$ cat config.mk
export PLATFORM = sky130hd
export DESIGN_NAME = alu_share_ctrl
export DESIGN_NICKNAME = d
export VERILOG_FILES = /design/src/rtl/alu_share_ctrl.sv
export SDC_FILE = /design/constraint.sdc
export NUM_CORES = 1
export LEC_CHECK = 0
export CAP_MARGIN = 20
export CORE_MARGIN = 4
export CORE_UTILIZATION = 30
export DETAILED_ROUTE_END_ITERATION = 8
export HOLD_SLACK_MARGIN = 0.08
export PLACE_DENSITY = 0.63
export SLEW_MARGIN = 20
export SYNTH_ARGS = -nofsm -noshare
export SYNTH_HDL_FRONTEND = slang
export SYNTH_SLANG_ARGS = --single-unit
$ cat constraint.sdc
create_clock -name clk -period 4.3 [get_ports clk]
set_input_delay 0.86 -clock clk [delete_from_list [all_inputs] [get_ports clk]]
set_output_delay 0.86 -clock clk [all_outputs]
set_load 0.01 [all_outputs]
$ cat src/rtl/alu_share_ctrl.sv
// Round-robin arbiter and sequencer for the shared clocked ALU: grants one of two requesters,
// issues registered operands, waits ALU_LAT cycles, captures the result and pulses done.
module alu_share_ctrl #(
  parameter int unsigned WIDTH   = 6,
  parameter int unsigned ALU_LAT = 1
) (
  input  logic               clk,
  input  logic               rst_n,
  input  logic               req0,
  input  logic               req1,
  input  logic [WIDTH-1:0]   a0,
  input  logic [WIDTH-1:0]   b0,
  input  logic [WIDTH-1:0]   a1,
  input  logic [WIDTH-1:0]   b1,
  input  logic [2:0]         func0,
  input  logic [2:0]         func1,
  output logic               gnt0,
  output logic               gnt1,
  output logic               done0,
  output logic               done1,
  output logic [2*WIDTH-1:0] res,
  output logic               res_err,
  output logic               busy,
  output logic [WIDTH-1:0]   alu_a,
  output logic [WIDTH-1:0]   alu_b,
  output logic [1:0]         alu_func,
  input  logic [2*WIDTH-1:0] alu_out,
  input  logic               alu_ovf
);

  localparam logic [2:0] LatCnt = 3'(ALU_LAT);

  typedef enum logic [1:0] {StIdle, StWait, StDone} state_e;

  state_e             state_q, state_d;
  logic               last_q, last_d;
  logic               owner_q, owner_d;
  logic [2:0]         cnt_q, cnt_d;
  logic               gnt0_q, gnt0_d, gnt1_q, gnt1_d;
  logic [2*WIDTH-1:0] res_q, res_d;
  logic               err_q, err_d;
  logic [WIDTH-1:0]   alu_a_q, alu_a_d, alu_b_q, alu_b_d;
  logic [1:0]         alu_func_q, alu_func_d;

  logic       win;
  logic [2:0] win_func;

  // On a tie the requester that did not win last time takes the grant.
  assign win      = (req0 && req1) ? ~last_q : req1;
  assign win_func = win ? func1 : func0;

  always_comb begin
    state_d    = state_q;
    last_d     = last_q;
    owner_d    = owner_q;
    cnt_d      = cnt_q;
    gnt0_d     = 1'b0;
    gnt1_d     = 1'b0;
    res_d      = res_q;
    err_d      = err_q;
    alu_a_d    = alu_a_q;
    alu_b_d    = alu_b_q;
    alu_func_d = alu_func_q;
    unique case (state_q)
      StIdle: begin
        if (req0 || req1) begin
          state_d    = StWait;
          owner_d    = win;
          last_d     = win;
          cnt_d      = '0;
          gnt0_d     = ~win;
          gnt1_d     = win;
          // Chain mode feeds the previous result back as operand A.
          alu_a_d    = win_func[2] ? res_q[WIDTH-1:0] : (win ? a1 : a0);
          alu_b_d    = win ? b1 : b0;
          alu_func_d = win_func[1:0];
        end
      end
      StWait: begin
        cnt_d = cnt_q + 3'd1;
        if (cnt_q == LatCnt) begin
          res_d   = alu_out;
          err_d   = alu_ovf;
          state_d = StDone;
        end
      end
      StDone: state_d = StIdle;
      default: state_d = StIdle;
    endcase
  end

  always_ff @(posedge clk or negedge rst_n) begin
    if (!rst_n) begin
      state_q    <= StIdle;
      last_q     <= 1'b1;
      owner_q    <= 1'b0;
      cnt_q      <= '0;
      gnt0_q     <= 1'b0;
      gnt1_q     <= 1'b0;
      res_q      <= '0;
      err_q      <= 1'b0;
      alu_a_q    <= '0;
      alu_b_q    <= '0;
      alu_func_q <= '0;
    end else begin
      state_q    <= state_d;
      last_q     <= last_d;
      owner_q    <= owner_d;
      cnt_q      <= cnt_d;
      gnt0_q     <= gnt0_d;
      gnt1_q     <= gnt1_d;
      res_q      <= res_d;
      err_q      <= err_d;
      alu_a_q    <= alu_a_d;
      alu_b_q    <= alu_b_d;
      alu_func_q <= alu_func_d;
    end
  end

  assign gnt0     = gnt0_q;
  assign gnt1     = gnt1_q;
  assign done0    = (state_q == StDone) && !owner_q;
  assign done1    = (state_q == StDone) && owner_q;
  assign busy     = (state_q != StIdle);
  assign res      = res_q;
  assign res_err  = err_q;
  assign alu_a    = alu_a_q;
  assign alu_b    = alu_b_q;
  assign alu_func = alu_func_q;

endmodule

Yosys cells after proc, flatten, opt, wreduce, memory -nomap -nowiden
Cells that the tools add are included.

Multiplexer cells: 14. Bitwise logic cells: 2. Add/subtract/negate cells: 1. Reductions and logical operators: 12. Eq/ne operators: 5.

Operators by type and width (number): 6-bit 2-to-1 mux (3); 2-bit AND reduction (4); 3-bit 2-to-1 mux (2); 3-bit one-hot mux with 2 select lines (1); 1-bit 2-to-1 mux (5); 2-bit 2-to-1 mux (2); 2-bit != test, second input constant (2); 2-bit one-hot mux with 2 select lines (1); 2-bit nonzero test (2); 3-bit by 1-bit adder with 3-bit output, second input constant (1); 3-bit by 1-bit equality test with 1-bit output, second input constant (1); 1-bit logical AND (3); 2-bit by 1-bit equality test with 1-bit output, second input constant (1); 2-bit equality test, second input constant (1); 2-bit logical NOT (1); 1-bit inverter (2); 1-bit logical NOT (1); 1-bit logical OR (1).

Input port bits: 47. Flip-flop bits (word level): 36.

Longest topological paths before layout
Gate-level depths: netlist of the first run.

Depth after elaboration: 5. Depth in mapped cells: 7. Gate-level depth less buffers: 5.

Worst setup path before layout of the first run
OpenSTA, ideal clock, no wires.

Path kind: input -> register. Start point: in req1. End point: reg alu_a_q[0] (netlist: alu_a[0]). Path buffers: 1. Arrival time: 1.856 ns. Setup slack: 2.340 ns. Setup time: 0.104 ns. Stages: 5. Path through: a21boi_1 buf_6 mux2i_4 nor2_2 o41ai_2.

Cells in the longest elaborated chain, start to end: 4. Elaborated cells between the ends (all ways): 7. Classes of those cells: 4 x mux; 3 x reduce/logical.

RTL lines: start: declaration (line 10) `input logic req1,`; 1-bit logical AND (line 49) `assign win = (req0 && req1) ? ~last_q : req1;`; 1-bit 2-to-1 mux (line 49); 6-bit 2-to-1 mux or 3-bit 2-to-1 mux (tied branches) (line 74, 50); 6-bit 2-to-1 mux (line 74) `alu_a_d = win_func[2] ? res_q[WIDTH-1:0] : (win ? a1 : a0);`; end signal: assignment (line 114) `alu_a_q <= alu_a_d;`; end: declaration (line 42) `logic [WIDTH-1:0] alu_a_q, alu_a_d, alu_b_q, alu_b_d;`.

Several ways; a longest one is shown, not always the timed one. A chain may end at the register's enable or synchronous reset.

Worst setup path after layout of the first run
Same ends and word-level chain as after synthesis.

==> results of run 1 <==
==> metal layers <==
metal | GRT usage, % | share of wire [%] | up-vias
li1 | - | - | 654
met1 | 14.0 | 42 | 602
met2 | 19.1 | 44 | 61
met3 | 7.05 | 13 | 5
met4 | 4.98 | 1.2 | 0
met5 | 0 | 0 | -
==> worst max-delay path by stage <==
stage	to	cells after the start	slack, ns
floorplan	alu_a[0]	5	2.34
global placement	alu_a[5]	6	1.57
detailed placement	alu_a[0]	6	1.53
CTS	alu_a[5]	6	1.83
global route	alu_a[0]	6	1.75
finish	alu_a[0]	6	1.83
==> registers in the layout, indices dropped and copies added (netlist names) <==
signal    flops
alu_b         6
cnt_q         3
res          12
alu_func      2
gnt1          1
last_q        1
gnt0          1
res_err       1
owner_q       1
alu_a         6
state_q       2
==> layout make-up <==
type / count / area, um2
sequential: 36 / 902
inverter: 3 / 11.3
clock buffer: 5 / 68.8
multi-input combinational: 93 / 701
clock inverter: 3 / 18.8
timing repair buffer: 81 / 798
fill: 488 / 2620
tap: 70 / 87.6
==> worst min-delay path: cells and delay by family, from the launching register on <==
family | cells | cell delay [ns]
DFF | 1 | 0.34
and+or+nand+nor | 1 | 0.05
AOI/OAI and AO/OA | 1 | 0.06
==> cell families after synthesis <==
group,count (synthesis)
compound gates,22
xor+xnor,1
fa+ha+maj,2
buf+inv,10
flops,36
mux,22
simple gates,46
==> where the power goes <==
part	internal, uW	total [uW]	switching [uW]
registers	513	621	108
clock network	113	234	121
logic	468	827	358
total	1090	1680	588
==> stage by stage <==
step                std cells  utilization, %  total power, uW  hold slack (ns)
finish                    291            49.7             1680            0.483
global route              291            49.7             1820            0.509
CTS                       291            49.7             1710            0.493
detailed placement        283            48.0             1470            0.464
global placement          283            48.0             1450            0.466
floorplan                 139               -             1050            0.466
==> cell usage in the layout (no fill, tap or decap), drive strengths merged, types with 2 or more instances in the layout <==
cell type / synthesis / final
clkdlybuf4s50: 0 / 77
dfrtp: 35 / 35
nand2: 16 / 16
mux2: 13 / 13
nor3: 12 / 12
o21ai: 12 / 12
nor2: 10 / 10
mux2i: 9 / 9
o41ai: 6 / 6
clkbuf: 0 / 5
buf: 7 / 4
inv: 3 / 3
clkinv: 0 / 3
nor2b: 2 / 2
nand3: 2 / 2
ha: 2 / 2
==> flow_summary.toml, run 1 <==
[run_status]
status = "complete, no violations"

[floorplan]
core_area_um2 = 5200
initial_utilization_pct = 31.7
die_y_um = 82.2
die_x_um = 82.2
ios = 79
rows = 26
dieArea_um2 = 6750

[worst_hold_path]
whs_path_depth = 2
min_from = "alu_b[3]"
hold_end = "alu_b[3]"
hp-class = "register to register"

[sta]
hold_viol = 0
grt_setup_unrepaired = "false"
post-route-worst-setup-slack_ns = 1.83
slew-limit-headroom_pct = 47.3
slew_viol_final = 0
post-route-min-period_ns = 2.47
worst_pin_slew_ns = 0.791
fin_crit_sh_pct = 57.4
clock.fmax_ghz = 0.405
setup_viol_count_final = 0
fin_skew_ns = 0.00601
tns_ns = 0

[final_layout]
final_area_um2 = 2590
diodes = 0
area_growth_pct = 56.8
drive_gt1_share_pct = 13.1
fin_nets = 269

[yosys]
yosys.area_share.simple_pct = 13.7
synthMuxAreaShare_pct = 15.1
seq_area_frac_synth_pct = 54.7
synth_top_family_by_area = "multiplexers"
synth_top_flop_cell = "dfrtp_1"
avgSynthCellArea_um2 = 11.9
synth-xor-area-share_pct = 0.531
synth.top_cell.area_share_pct = 53.1
synthCells = 139
synth_top_cell_by_area = "dfrtp_1"
synth.area.top_cells = "dfrtp_1 (53%), mux2_1 (8.9%), o41ai_2 (5.9%)"
async_flop_share_pct = 100
synth-warning-count = 0
syn_nets = 188
synthAdderAreaFrac_pct = 1.52
synth_edf_count = 0
netlist_top_cells_count = "dfrtp_1 (35), nand2_1 (16), mux2_1 (13)"
yosysMostFrequentCell = "dfrtp_1"
syn_area_um2 = 1650
synth-compound-area-share_pct = 11.1
ys_types = 28
synth_seq_cells = 36

[power_and_ir_drop]
ir_drop_v = 0.000337
cellLeakagePower_uw = 0.00109
power.density_nw_per_um2 = 650

[placement]
hpwl_um = 2970
portBuffers = 78
place.gp.congestion = 0.678
place_area_um2 = 2500
dp_slack_ns = 1.53

[worst_setup_path]
rrSetupSlack_ns = 2.62
crit_path_max_incr_delay_ns = 0.53
worstPathCellList = "clkdlybuf4s50_1, a21boi_2, buf_4, mux2i_4, nor2_2, o41ai_2"
critPathBufInv = 2
end_kind = "register"
crit_family = "buffers and inverters"
cp-startpoint = "req1"
r2r_start = "last_q"
critical_path_required_ns = 4.48
cp_max_fo = 16
r2r-end = "alu_a[0]"
critPathLaunchType = "input pin"
arrival_ns = 2.65
rr_worst_depth = 5
crit_type = "input pin to register"
cpMaxStageDelayCell = "clkdlybuf4s50_1"

[clocking]
numCtsBuffers = 5
cts_hold_buf = 0
post_cts_resized = 0
post_cts_buffers = 0
htreeDepth = 2
cts_buffer_depth = 2
cts_tree = "yes"
clkSinkCount = 36
root_buffer = "clkbuf_8"
clock_latency_ns = 0.29
clk_pin_slew_worst_paths_ns = 0.07

[global_routing]
grt_pass1_vias = 1334
grt_pass1_wl_um = 6210
grt_max_degree = 37
overflow = 0
antenna_found_initial = 0
grt_use_total_pct = 12.3

[job]
cap_violations = 0

[drt]
via_per_inst = 4.54
dr.pass1.iters = 4
post_drt_wl_per_cell_um = 13.6
antenna_left = 0
dr_total_vias = 1322
drtIter0Drc = 12
routed_wl_um = 3970
drc = 0
Note: power is estimated with default switching activity, not from simulation.
==> run 2, diff against run 1 <==
- clock period: 4.3 -> 2.4 ns (I/O delays scaled with it)
==> flow_summary.toml, run 2 (same netlist as run 1, synthesis figures left out) <==
[sta]
grt_setup_unrepaired = "false"
slew_viol_final = 0
fin_crit_sh_pct = 80.9
worst_pin_slew_ns = 0.803
fin_skew_ns = 0.00513
slew-limit-headroom_pct = 46.5
hold_viol = 0
setup_viol_count_final = 0
tns_ns = 0
clock.fmax_ghz = 0.515
post-route-min-period_ns = 1.94
whs_ns = 0.276

[final_layout]
area_growth_pct = 58.5
layout_common_cells = "clkdlybuf4s50_1 (77), dfrtp_1 (35), nand2_1 (16)"
mostFrequentLayoutCell = "clkdlybuf4s50_1"
fin_nets = 270
utilization_pct = 50.3
diodes = 0
drive_gt1_share_pct = 13.1
largest_reg_flops = 12

[worst_setup_path]
crit_type = "register to output pin"
critPathBufInv = 1
crit_path_max_incr_delay_ns = 0.57
critical_path_required_ns = 1.92
critPathLaunchType = "register"
end_kind = "output pin"
cpMaxStageDelayCell = "clkdlybuf4s50_1"
crit_family = "buffers and inverters"
cp_max_fo = 4
worstPathCellList = "nor3b_1, clkdlybuf4s50_1"
arrival_ns = 1.46

[placement]
hpwl_um = 3010
portBuffers = 78
place.gp.congestion = 0.678

[global_routing]
grt_use_total_pct = 13.2
overflow = 0
grt_pass1_wl_um = 6630
antenna_found_initial = 0
grt_max_degree = 37
grt_pass1_vias = 1365

[clocking]
post_cts_buffers = 0
cts_tree = "yes"
numCtsBuffers = 5
clock_latency_ns = 0.28
cts_hold_buf = 0
htreeDepth = 2
clk_pin_slew_worst_paths_ns = 0.07
root_buffer = "clkbuf_8"
cts_buffer_depth = 2
post_cts_resized = 0
clkSinkCount = 36

[power_and_ir_drop]
p_sw_uw = 1040
comb_power_share_pct = 49.1
swShare_pct = 33.8
sequentialPowerShare_pct = 35.9
power.internal_uw = 2040
power.density_nw_per_um2 = 1180
ir_drop_v = 0.000513
power_frac_clock_pct = 15.0
cellLeakagePower_uw = 0.00110

[drt]
drc = 0
antenna_left = 0
via_per_inst = 4.53
post_drt_wl_per_cell_um = 14.1
routed_wl_um = 4100
dr_total_vias = 1319
dr.pass1.iters = 3
drtIter0Drc = 59

[floorplan]
die_x_um = 82.2
dieArea_um2 = 6750
core_area_um2 = 5200
die_y_um = 82.2
initial_utilization_pct = 31.7
rows = 26
ios = 79

[job]
cap_violations = 0

[worst_hold_path]
hp-class = "input pin to async pin"

[run_status]
status = "complete, no violations"
-- run 2: path summary, 6_finish.rpt --
check | from | endpoint | slack [ns] | cells after the start
max | state_q[0] | done0 | 0.46 | 2
min in group clk | alu_b[1] | alu_b[1] | 0.48 | 2
max reg2reg | cnt_q[1] | res[5] | 0.82 | 6
min reg2reg | alu_b[1] | alu_b[1] | 0.48 | 2
min | rst_n | res[9] | 0.28 | 1
max in group asynchronous | rst_n | gnt0 | 1.60 | 1
-- run 2: area by class of cell --
cell class / count / area (um2)
multi-input cells: 93 / 701
repair buffers: 82 / 818
clock buffers: 7 / 96.3
flip-flops and latches: 36 / 902
well taps: 70 / 87.6
fillers: 508 / 2590
inverters: 3 / 11.3
-- run 2: stage by stage --
stage	setup slack [ns]	instances	power, uW	cell area, um2
finish	0.458	291	3080	2620
global route	0.329	291	3340	2620
CTS	0.440	291	3140	2620
detailed placement	0.173	284	2660	2520
global placement	0.215	284	2630	2520
floorplan	0.820	139	1870	1650
-- run 2: routing by layer --
| layer | vias to the layer above | track usage [%] | part of all wire (%) |
|---|---|---|---|
| met5 | - | 0 | 0 |
| met2 | 54 | 19.5 | 43 |
| li1 | 646 | - | - |
| met1 | 613 | 16.6 | 46 |
| met3 | 6 | 6.18 | 10 |
| met4 | 0 | 5.32 | 1.4 |
-- run 2: worst register-to-register path: stages (launching register included) --
cell     delay (ns)
dfrtp_1        0.40
inv_1          0.06
ha_1           0.12
nor2b_1        0.15
nor2b_1        0.16
buf_4          0.24
mux2_1         0.35
-- run 2: power by group through the flow --
stage,Clock (uW),Sequential [uW],Combinational [uW]
after floorplan,0,1210,661
after global placement,0,1120,1510
after detailed placement,0,1120,1540
after CTS,483,1110,1540
after global routing,521,1150,1670
final,461,1100,1510
